$ cat config.mk
export PLATFORM = sky130hd
export DESIGN_NAME = multicycle_control
export DESIGN_NICKNAME = d
export VERILOG_FILES = /design/src/rtl/multicycle_control.sv
export SDC_FILE = /design/constraint.sdc
export NUM_CORES = 1
export LEC_CHECK = 0
export ABC_CLOCK_PERIOD_IN_PS = 2100
export CAP_MARGIN = 30
export CORE_AREA = 2 2 43 45
export CTS_BUF_LIST = sky130_fd_sc_hd__clkbuf_8 sky130_fd_sc_hd__clkbuf_16
export CTS_CLUSTER_SIZE = 28
export DETAILED_ROUTE_END_ITERATION = 16
export DIE_AREA = 0 0 45 47
export PLACE_DENSITY = 0.76
export SYNTH_ARGS = -nofsm -noshare
export SYNTH_HDL_FRONTEND = slang
export SYNTH_SLANG_ARGS = --single-unit
$ cat constraint.sdc
create_clock -name clk -period 2.1 [get_ports clk]
set_clock_uncertainty 0.1 [all_clocks]
set_input_delay 0.315 -clock clk [delete_from_list [all_inputs] [get_ports clk]]
set_output_delay 0.315 -clock clk [all_outputs]
set_load 0.02 [all_outputs]
$ cat src/rtl/multicycle_control.sv
// Multicycle RISC-V main controller: 11-state Moore FSM with combinational
// ImmSrc/ALUControl decode and a branch-qualified PCWrite.
module multicycle_control (
   input  logic       clk,
   input  logic       reset,
   input  logic [6:0] op,
   input  logic [2:0] funct3,
   input  logic       funct7b5,
   input  logic       zero,
   output logic       PCWrite,
   output logic       AdrSrc,
   output logic       MemWrite,
   output logic       IRWrite,
   output logic       RegWrite,
   output logic [1:0] ResultSrc,
   output logic [1:0] ALUSrcA,
   output logic [1:0] ALUSrcB,
   output logic [1:0] ImmSrc,
   output logic [2:0] ALUControl,
   output logic [3:0] state
);

   typedef enum logic [3:0] {
      FETCH    = 4'd0,
      DECODE   = 4'd1,
      MEMADR   = 4'd2,
      MEMREAD  = 4'd3,
      MEMWB    = 4'd4,
      MEMWRITE = 4'd5,
      EXECUTER = 4'd6,
      EXECUTEI = 4'd7,
      ALUWB    = 4'd8,
      BEQ      = 4'd9,
      JAL      = 4'd10
   } state_t;

   localparam logic [6:0] OP_LOAD  = 7'b0000011;
   localparam logic [6:0] OP_STORE = 7'b0100011;
   localparam logic [6:0] OP_RTYPE = 7'b0110011;
   localparam logic [6:0] OP_ITYPE = 7'b0010011;
   localparam logic [6:0] OP_BEQ   = 7'b1100011;
   localparam logic [6:0] OP_JAL   = 7'b1101111;

   state_t     cur_state;
   state_t     nxt_state;
   logic [1:0] alu_op;
   logic       pc_update;
   logic       branch;

   // NOTE: sequential state uses non-blocking assignment so every register
   // samples pre-edge values; the async reset pulls FETCH in without a clock.
   always_ff @(posedge clk or posedge reset) begin
      if (reset) cur_state <= FETCH;
      else       cur_state <= nxt_state;
   end

   assign state = cur_state;

   // NOTE: every combinational output gets a default before the case so no
   // path leaves a signal unassigned and a latch is never inferred.
   always_comb begin
      nxt_state = FETCH;
      unique case (cur_state)
         FETCH:    nxt_state = DECODE;
         DECODE: begin
            case (op)
               OP_LOAD, OP_STORE: nxt_state = MEMADR;
               OP_RTYPE:          nxt_state = EXECUTER;
               OP_ITYPE:          nxt_state = EXECUTEI;
               OP_BEQ:            nxt_state = BEQ;
               OP_JAL:            nxt_state = JAL;
               default:           nxt_state = FETCH;
            endcase
         end
         MEMADR:   nxt_state = (op == OP_LOAD) ? MEMREAD : MEMWRITE;
         MEMREAD:  nxt_state = MEMWB;
         EXECUTER, EXECUTEI, JAL: nxt_state = ALUWB;
         default:  nxt_state = FETCH;
      endcase
   end

   always_comb begin
      AdrSrc    = 1'b0;
      MemWrite  = 1'b0;
      IRWrite   = 1'b0;
      RegWrite  = 1'b0;
      ResultSrc = 2'b00;
      ALUSrcA   = 2'b00;
      ALUSrcB   = 2'b00;
      alu_op    = 2'b00;
      pc_update = 1'b0;
      branch    = 1'b0;
      case (cur_state)
         FETCH: begin
            IRWrite   = 1'b1;
            ALUSrcB   = 2'b10;
            ResultSrc = 2'b10;
            pc_update = 1'b1;
         end
         DECODE: begin
            ALUSrcA = 2'b01;
            ALUSrcB = 2'b01;
         end
         MEMADR: begin
            ALUSrcA = 2'b10;
            ALUSrcB = 2'b01;
         end
         MEMREAD:  AdrSrc = 1'b1;
         MEMWB: begin
            ResultSrc = 2'b01;
            RegWrite  = 1'b1;
         end
         MEMWRITE: begin
            AdrSrc   = 1'b1;
            MemWrite = 1'b1;
         end
         EXECUTER: begin
            ALUSrcA = 2'b10;
            alu_op  = 2'b10;
         end
         EXECUTEI: begin
            ALUSrcA = 2'b10;
            ALUSrcB = 2'b01;
            alu_op  = 2'b10;
         end
         ALUWB:    RegWrite = 1'b1;
         BEQ: begin
            ALUSrcA = 2'b10;
            alu_op  = 2'b01;
            branch  = 1'b1;
         end
         JAL: begin
            ALUSrcA   = 2'b01;
            ALUSrcB   = 2'b10;
            pc_update = 1'b1;
         end
         default: ;
      endcase
   end

   // zero is combinational here so a taken beq updates the PC on the BEQ edge
   assign PCWrite = pc_update | (branch & zero);

   always_comb begin
      case (op)
         OP_STORE: ImmSrc = 2'b01;
         OP_BEQ:   ImmSrc = 2'b10;
         OP_JAL:   ImmSrc = 2'b11;
         default:  ImmSrc = 2'b00;
      endcase
   end

   always_comb begin
      ALUControl = 3'b000;
      case (alu_op)
         2'b01: ALUControl = 3'b001;
         2'b10: begin
            case (funct3)
               3'b000:  ALUControl = (op[5] & funct7b5) ? 3'b001 : 3'b000;
               3'b110:  ALUControl = 3'b011;
               3'b111:  ALUControl = 3'b010;
               default: ALUControl = 3'b000;
            endcase
         end
         default: ALUControl = 3'b000;
      endcase
   end

endmodule

==> summary by stage <==
Worst hold path
In this run the worst hold path is classified as in2async.

Worst setup path
The launching instance or port of the critical path is state[2]. The startpoint identified for the worst register-to-register timing path is state[2]. STA classifies the critical path endpoint as an output port. The worst flop-to-flop path endpoint is state[1]. Among all stages on the critical path, the largest delay is contributed by sky130_fd_sc_hd__dfrtp_1. In this design, the stage delay of the slowest critical-path cell is 0.40 ns. The signal on the critical path passes through nor3b_2, nand2_1, ha_1, and3b_1, buf_6. STA puts the critical path data required time at 1.68 ns. Setup slack on the worst reg-to-reg path comes out at 0.64 ns. The arrival time reported for the critical path endpoint is 1.67 ns. In this run the worst setup path terminates at ALUControl[1]. The worst-case reg-to-reg path depth is 4.

The classification of the worst setup path is reg2out. In this run the worst path has a maximum fanout of 3. STA classifies the critical path startpoint as a flip-flop.

Detailed routing
Dividing the detail-routed wire length by the instance count gives 13.5 microns. The initial DRC count is 12. The total wire length is 1.93 mm.

In the routed layout, each cell is associated on average with a via count of 5.25. The number of antenna-violating nets in the routed design is 0. The number of vias after detailed routing is 751. The pre-antenna-repair detailed-routing pass consisted of 4 iterations. The post-route DRC violation count is 0.

Yosys
The number of storage elements in the synthesis netlist is 4. Counting flops with a built-in enable in the synthesized netlist gives 0. The mapped cell area is 578 sq um. Summed over its instances, the top area cell type makes up 17.3% of the synthesized netlist area. The cell accounting for the most synthesized area is sky130_fd_sc_hd__dfrtp_1. The mean area per synthesized cell is 7.81 sq um. The cell count after synthesis came out at 74. The count of unique library cells instantiated by Yosys is 38. Yosys attributes the largest share of cell area to sky130_fd_sc_hd__dfrtp_1 (17%), sky130_fd_sc_hd__nor3_1 (6.1%), sky130_fd_sc_hd__a21oi_1 (5.2%). The proportion of synthesized flip-flops having asynchronous set or reset is 100%. The total number of yosys warnings is 0. For this run, the register share of the synthesized area comes to 17.3%. The most instantiated flip-flop cell in the synthesis netlist is sky130_fd_sc_hd__dfrtp_1.

The net count after synthesis is 90.

Power and ir drop
The leakage dissipation is 0.534 nW. The maximum vdd ir drop is 537 uV. The total power density per cell area is 706 nW/um^2. The overall power of the completed layout is 0.758 mW.

Floorplan
The die is 47 microns tall. The starting utilization of the core area is 35.0%. The floorplan die area is 2120 sq um. The width of the chip is 45 microns.

The floorplan has 15 rows. The number of ports placed on the die boundary is 34. The area of the core is 1650 sq um.

Timing
The highest achievable clock rate is 479 MHz. The final clock period utilization by the worst path is 99.4%. Setup violations remaining at the end of the flow were counted as 0. The hold violation count in the final report is 0.

After layout, the worst setup slack is 0.0124 ns. Setup repair after global routing could not meet its margin everywhere. The routed design could run at a clock period as short as 2.09 ns.

Hold timing on the final database bottoms out at a slack of 0.198 ns. The number of max-slew violations in the final report was 0. Adding up every negative setup slack in the final design gives 0 ns.

Clock tree
Clock-pin slew was measured on the worst setup and hold paths at 0.03 ns. For this design, the CTS-stage hold fixing added 0 buffers. In this run, CTS created clock tree buffers numbering 3.

TritonCTS built the clock tree. The clock root buffer master is sky130_fd_sc_hd__clkbuf_8. The clock drives 4 sinks. Counting along the longest clock path gives a buffer depth of 2. The worst-skew pair later-pin latency is 0.22 ns. The number of H-tree levels is 1.

GRT
The initial antenna violation count came to 0. The first global-routing pass estimated 2.97 mm of wire. The via count of the first global-routing pass is 679. The total global routing overflow is 0. The largest net degree at the start of global routing is 14.

The all-layer global routing usage is 19.6%.

Job
Max-cap violations in this run came to 0.

Place
The detailed placer's ending HPWL is 1.53 mm. At the placement stage, the worst setup path has a slack of -0.342 ns. The number of instances in the placed design is 139. The count of buffers inserted at the top-level ports is 32.

Once placement finished, the instance area stood at 1040 sq um. At the end of routability-driven placement, the weighted congestion stood at 0.792.

Run status
The run finished with clean final reports.

Layout
The flip-flop count of the largest register, all copies and words added is 4. The share of post-route cells with drive strength above 1 is 31.7%. With fillers left out, the area of the finished cells amounts to 1070 sq um. Leaving out filler cells and counting taps, the final layout contains 143.

The number of antenna diodes in the final layout is 0. The area growth from synthesis to layout is 85.9%. Cells fill 65.1% of the core in the end. The number of nets in the layout is 144.
[worst min path at each step]
| stage | startpoint | to | slack, ns | cells past startpoint |
|---|---|---|---|---|
| CTS | reset | state[3] | 0.21 | 2 |
| finish | reset | state[3] | 0.20 | 2 |
| global route | reset | state[3] | 0.21 | 2 |
| detailed placement | reset | state[3] | 0.44 | 2 |
| floorplan | reset | state[0] | -0.02 | 1 |
| global placement | reset | state[3] | 0.40 | 2 |
[synthesized netlist by cell type (2+ instances only)]
cell type                 count
sky130_fd_sc_hd__a21oi_1      6
sky130_fd_sc_hd__and3b_1      2
sky130_fd_sc_hd__buf_2        2
sky130_fd_sc_hd__buf_4        2
sky130_fd_sc_hd__buf_6        2
sky130_fd_sc_hd__dfrtp_1      4
sky130_fd_sc_hd__ha_1         2
sky130_fd_sc_hd__inv_1        6
sky130_fd_sc_hd__nand2_1      2
sky130_fd_sc_hd__nand4_1      2
sky130_fd_sc_hd__nor2_1       5
sky130_fd_sc_hd__nor2b_1      2
sky130_fd_sc_hd__nor3_1       7
sky130_fd_sc_hd__nor3b_1      2
sky130_fd_sc_hd__o21ai_0      3
sky130_fd_sc_hd__xnor2_1      3
[power by group]
group / switching, mW / internal (mW)
Sequential: 0.00613 / 0.0892
Clock: 0.0406 / 0.122
Combinational: 0.273 / 0.227
[metal layers]
| layer | wire, microns | track usage [%] | share of wire [%] | vias up |
|---|---|---|---|---|
| met5 | 0 | 0 | 0 | - |
| met4 | 19 | 10.6 | 0.98 | 0 |
| met3 | 101 | 1.15 | 5.2 | 4 |
| met2 | 1120 | 40.3 | 58 | 28 |
| met1 | 686 | 19.3 | 36 | 352 |
| li1 | - | - | - | 367 |
[repair_timing]
item / 4_1_cts / 5_1_grt
endpoints found under the setup margin: 13 / 7
setup buffers: 1 / 0
resized for setup: 26 / 10
pin swaps: 1 / 1
cloned: 0 / 0
[area by class of cell]
type                    instances  area [sq um]
inverters                       6          22.5
well taps                      17          21.3
repair buffers                 55           474
flip-flops and latches          4           100
clock buffers                   3          41.3
multi-input cells              58           415
fillers                       147           577
[cells by family (layout without fill, tap and decap cells)]
kind of cell / Yosys count / count (layout) / synth area share [%]
flops: 4 / 4 / 17.3
simple gates: 35 / 35 / 41.8
mux: 1 / 1 / 1.73
xor+xnor: 4 / 4 / 6.06
compound gates: 15 / 15 / 16.0
fa+ha+maj: 2 / 2 / 4.33
other cells: 1 / 1 / 0.649
buf+inv: 12 / 64 / 12.1
[critical path: cells and delay by family, from the launching register on]
| family | cells | cell delay, ns |
|---|---|---|
| DFF | 1 | 0.40 |
| and+or+nand+nor | 3 | 0.62 |
| adders and majority gates | 1 | 0.32 |
| buffers and inverters | 1 | 0.12 |
[cell usage in the layout, fill, tap and decap left out, types with 2 or more instances in the layout]
cell	netlist	final
sky130_fd_sc_hd__clkdlybuf4s50_1	0	17
sky130_fd_sc_hd__dfrtp_1	4	4
sky130_fd_sc_hd__inv_1	6	6
sky130_fd_sc_hd__clkbuf_2	0	2
sky130_fd_sc_hd__nor3b_1	2	2
sky130_fd_sc_hd__xnor2_1	3	2
sky130_fd_sc_hd__nand2_1	2	2
sky130_fd_sc_hd__dlygate4sd2_1	0	7
sky130_fd_sc_hd__clkbuf_8	0	3
sky130_fd_sc_hd__nand4_1	2	2
sky130_fd_sc_hd__ha_1	2	2
sky130_fd_sc_hd__buf_4	2	24
sky130_fd_sc_hd__and3b_1	2	2
sky130_fd_sc_hd__nor2_1	5	5
sky130_fd_sc_hd__a21oi_1	6	6
sky130_fd_sc_hd__nor2b_1	2	2
sky130_fd_sc_hd__nor3_1	7	7
sky130_fd_sc_hd__dlymetal6s2s_1	0	2
sky130_fd_sc_hd__o21ai_0	3	3
No activity file was read; power rests on OpenSTA's default activity.
==> RTL edit 1: new RTL, config.mk and constraints unchanged <==
Register the input `op` before use, with the module's reset. The logic sees it one clock later. The other inputs are not delayed to match.
--- a/src/rtl/multicycle_control.sv
+++ b/src/rtl/multicycle_control.sv
@@ -41,6 +41,16 @@
    localparam logic [6:0] OP_BEQ   = 7'b1100011;
    localparam logic [6:0] OP_JAL   = 7'b1101111;
 
+   logic [6:0] op_q;
+
+   always_ff @(posedge clk or posedge reset) begin
+      if (reset) begin
+         op_q <= '0;
+      end else begin
+         op_q <= op;
+      end
+   end
+
    state_t     cur_state;
    state_t     nxt_state;
    logic [1:0] alu_op;
@@ -63,7 +73,7 @@
       unique case (cur_state)
          FETCH:    nxt_state = DECODE;
          DECODE: begin
-            case (op)
+            case (op_q)
                OP_LOAD, OP_STORE: nxt_state = MEMADR;
                OP_RTYPE:          nxt_state = EXECUTER;
                OP_ITYPE:          nxt_state = EXECUTEI;
@@ -72,7 +82,7 @@
                default:           nxt_state = FETCH;
             endcase
          end
-         MEMADR:   nxt_state = (op == OP_LOAD) ? MEMREAD : MEMWRITE;
+         MEMADR:   nxt_state = (op_q == OP_LOAD) ? MEMREAD : MEMWRITE;
          MEMREAD:  nxt_state = MEMWB;
          EXECUTER, EXECUTEI, JAL: nxt_state = ALUWB;
          default:  nxt_state = FETCH;
@@ -142,7 +152,7 @@
    assign PCWrite = pc_update | (branch & zero);
 
    always_comb begin
-      case (op)
+      case (op_q)
          OP_STORE: ImmSrc = 2'b01;
          OP_BEQ:   ImmSrc = 2'b10;
          OP_JAL:   ImmSrc = 2'b11;
@@ -156,7 +166,7 @@
          2'b01: ALUControl = 3'b001;
          2'b10: begin
             case (funct3)
-               3'b000:  ALUControl = (op[5] & funct7b5) ? 3'b001 : 3'b000;
+               3'b000:  ALUControl = (op_q[5] & funct7b5) ? 3'b001 : 3'b000;
                3'b110:  ALUControl = 3'b011;
                3'b111:  ALUControl = 3'b010;
                default: ALUControl = 3'b000;
Formal check against the unedited RTL: not equivalent (Yosys sat finds a counterexample within 4 cycles, from zero or initial values and one cycle with reset high).
==> RTL edit 1 against the original RTL <==
  * Core utilization up 8.0 points
  * Setup slack better by 75 ps
  * Non-clock buffer count is 9 lower
  * Total power grew 21%
  * Combinational power is 6.2% lower
  * Synthesized area grew 30%
  * First-iteration DRC count down 75%
  * Sequential share of layout area is 14 points higher
  * Final area rose by 12%
  * Routed wire length fell by 4.2%
  * Sequential cell count up 7
  * Hold slack improved by 63 ps
  * Synthesized cell count is 16% higher
  * Critical path depth unchanged
==> RTL edit 1: results <==
[placed_design]
place_congestion = 0.8854
place_ws_ps = -221.2

[detailed_routing]
num_vias = 809
drt_iter0_markers = 3
dr_wl_met2_mm = 1.022
wl_met1_um = 658
routed_wl_mm = 1.850
wl_met3_um = 125

[power_and_ir_drop]
leakage_nw = 0.6033
ir_drop_v = 0.0005086

[cells_and_area]
drive_gt1_share_pct = 23.66
instances_no_fill = 148
largest_reg_flops = 7

[clocking]
clkLatencyLatePin_ps = 240

[synthesis]
syn_nets = 102
yosys-mux-area-fraction_pct = 0
synth-xor-area-share_pct = 5.814
synth_cell_types = 32
synthTopCellsByCount = "dfrtp_1, a21oi_1, nor2_1, nor3_1, inv_1"
syn_inst = 86
ys_top_cells_by_area = "dfrtp_1, a21oi_1, nor3_1"

[worst_setup_path]
cp_max_fo = 4
reg2reg_from = "state[3]$_DFF_PP0_"

[global_route]
grt_max_degree = 17
grt_pass1_wl_mm = 3.125
track_usage_pct = 20.58

[outcome]
status = "completed"
RTL edit 1: final timing paths:
path	end	slack [ps]	cells past startpoint
min	op_q[6]$_DFF_PP0_	260	2
max	ALUControl[1]	90	5
max in group asynchronous	state[0]$_DFF_PP0_	1360	2
min reg2reg	state[1]$_DFF_PP0_	460	2
max reg2reg	state[1]$_DFF_PP0_	500	5
min in group clk	op_q[1]$_DFF_PP0_	410	1
RTL edit 1: through the flow:
stage	utilization (%)	hold slack, ps	area, sq um	TNS, ps
after global placement	70.98	439.4	1172	-415.7
after floorplan	-	67.44	753.2	0
after detailed placement	70.98	452.3	1172	-510.2
after CTS	72.58	270.3	1199	0
final	73.03	260.4	1206	0
after global routing	73.03	325.0	1206	-35.59
RTL edit 1: final cells by class:
type / count / area share [%]
Clock buffer: 3 / 3.423
Clock inverter: 1 / 0.3112
Sequential cell: 11 / 22.82
Timing Repair Buffer: 46 / 33.61
Tap cell: 17 / 1.763
Inverter: 5 / 1.556
Multi-Input combinational cell: 65 / 36.51
RTL edit 1: what timing repair did:
item | CTS | global route
pin swaps | 0 | 1
setup endpoints to repair | 13 | 9
gates resized for setup | 25 | 11
RTL edit 1: cells by family after synthesis:
group | count (synthesis)
AO/OA/AOI/OAI | 16
XOR/XNOR | 5
adder cells (fa/ha/maj) | 2
buffers and inverters | 10
flip-flops | 11
other | 1
AND/OR/NAND/NOR | 41
RTL edit 1: where the power goes:
| group | switching [W] | internal (W) |
|---|---|---|
| combinational | 0.000254 | 0.000215 |
| clock | 0.0000758 | 0.000128 |
| sequential | 0.0000134 | 0.000231 |
RTL edit 1: layer usage:
metal | global-route usage (%) | up-vias
li1 | - | 389
met1 | 21.74 | 373
met2 | 39.71 | 42
met3 | 3.077 | 5
met4 | 10.00 | 0
met5 | 0 | -
==> RTL edit 2: new RTL, same flow settings <==
Made on the original files. Make the reset (`reset`) synchronous in one clocked block. Comments in the files are not updated.
--- a/src/rtl/multicycle_control.sv
+++ b/src/rtl/multicycle_control.sv
@@ -49,7 +49,7 @@
 
    // NOTE: sequential state uses non-blocking assignment so every register
    // samples pre-edge values; the async reset pulls FETCH in without a clock.
-   always_ff @(posedge clk or posedge reset) begin
+   always_ff @(posedge clk) begin
       if (reset) cur_state <= FETCH;
       else       cur_state <= nxt_state;
    end
Check against the original RTL: differs if reset is asserted again (counterexample within 4 cycles, from zero or initial values and one cycle with reset high); with reset held inactive, the same outputs for 10 cycles.
==> RTL edit 2 against the original RTL <==
  * Final cell count fell by 0.70%
  * First-iteration DRC count decreased by 25%
  * Synthesized area decreased by 4.3%
  * Core utilization decreased by 0.68 points
  * Setup slack improved by 99 ps
  * Routed wire length is 14% lower
  * Final area decreased by 1.0%
  * Sequential cell count stayed put
  * Critical path type is now input port to primary output
  * Largest cell class unchanged
Power is not compared: it rests on default switching activity, and its combinational part moved more than twofold at a synthesized area within 25%.
==> RTL edit 2: results <==
[detailed_routing]
drt_iter0_markers = 9
num_vias = 750
wl_per_cell_um = 11.68

[clocking]
cts-htree-levels = 1
clkSlewWorstSetupHoldPaths_ps = 30

[worst_setup_path]
cp_max_fo = 4
r2r-end = "state[1]$_SDFF_PP0_"
reg2reg_from = "state[1]$_SDFF_PP0_"
arrival_ps = 1570
crit_slowest_cell = "clkdlybuf4s50_1"
reg2reg_slack_ps = 710
cpPeakStageDelay_ps = 530

[synthesis]
ys_seq_area_share_pct = 14.48
syn_nets = 92
ys_top_cells_by_area = "dfxtp_1, nor3_1, xnor2_1"
synth_cell_types = 37
synth_ff_type = "dfxtp_1"
ys_warn_count = 0
async_reset_ff_share_pct = 0
synthTopCellsByCount = "nor3_1, nor2_1"

[cells_and_area]
diodes = 0
largest_reg_flops = 4
drive_gt1_share_pct = 25.60
nNetsFinal = 143
fill_cells = 162

[global_route]
grt_pass1_wl_mm = 2.587
track_usage_pct = 17.10
grt_pass1_vias = 655
grt_max_degree = 18

[min_path]
hold_class = "flip-flop to flip-flop"
hold_depth = 2
min_from = "state[0]$_SDFF_PP0_"

[outcome]
status = "completed"

[timing]
finalHoldViolations = 0
hold_slack_ps = 544.9

[placed_design]
place_congestion = 0.7799
postPlaceCellArea_sq_um = 1017
dpl.hpwl_mm = 1.291
place_ws_ps = -365.4
portBuffers = 32
RTL edit 2: critical path, delay by kind of cell:
kind	cells	cell delay [ps]
buffers and inverters	2	860
and+or+nand+nor	2	400
RTL edit 2: cell type report:
cell class / instances / area [sq um] / area share [%]
timing repair buffer: 52 / 466.7 / 43.88
multi-input combinational: 61 / 435.4 / 40.94
clock buffer: 3 / 41.29 / 3.882
inverter: 5 / 18.77 / 1.765
tap: 17 / 21.27 / 2.000
sequential: 4 / 80.08 / 7.529
RTL edit 2: per-layer routing:
layer	part of all wire, %	wire [um]	track usage, %
met5	0	0	0
met4	3.4	57	10.59
met3	7.5	124	2.692
met2	49	814	32.57
met1	40	661	17.39
RTL edit 2: timing repair:
action,CTS,global route
hold buffers,0,0
setup endpoints to repair,8,10
endpoints found under the hold margin,0,0
gates resized for setup,11,13
buffers inserted,0,0
RTL edit 2: worst max-delay path by stage:
stage	from	to	slack (ps)	depth (start not counted)
after floorplan	state[2]$_SDFF_PP0_	ALUControl[0]	70	7
after global placement	op[5]	ALUControl[0]	-220	5
after detailed placement	op[5]	ALUControl[0]	-370	5
after CTS	op[5]	ALUControl[0]	2	5
after global routing	state[1]$_SDFF_PP0_	ALUControl[0]	20	7
final	op[5]	ImmSrc[1]	110	4
RTL edit 2: power groups by stage:
stage	logic, W	clock network (W)	registers, W
floorplan	0.0000499	0	0.0000839
global placement	0.000127	0	0.0000801
detailed placement	0.000129	0	0.0000801
CTS	0.000126	0.000161	0.0000791
global route	0.000135	0.000170	0.0000792
finish	0.000125	0.000164	0.0000790
RTL edit 2: stage by stage:
stage / std cells / total power (W)
floorplan: 76 / 0.0001338
global placement: 139 / 0.0002072
detailed placement: 139 / 0.0002092
CTS: 142 / 0.0003668
global route: 142 / 0.0003839
finish: 142 / 0.0003678
RTL edit 2: cell families after synthesis:
kind of cell / count (synthesis) / synth area share, %
AO/OA/AOI/OAI: 14 / 19.46
adder cells (fa/ha/maj): 2 / 4.524
other: 1 / 0.6781
flip-flops: 4 / 14.48
buffers and inverters: 11 / 9.499
XOR/XNOR: 4 / 6.336
AND/OR/NAND/NOR: 40 / 45.03
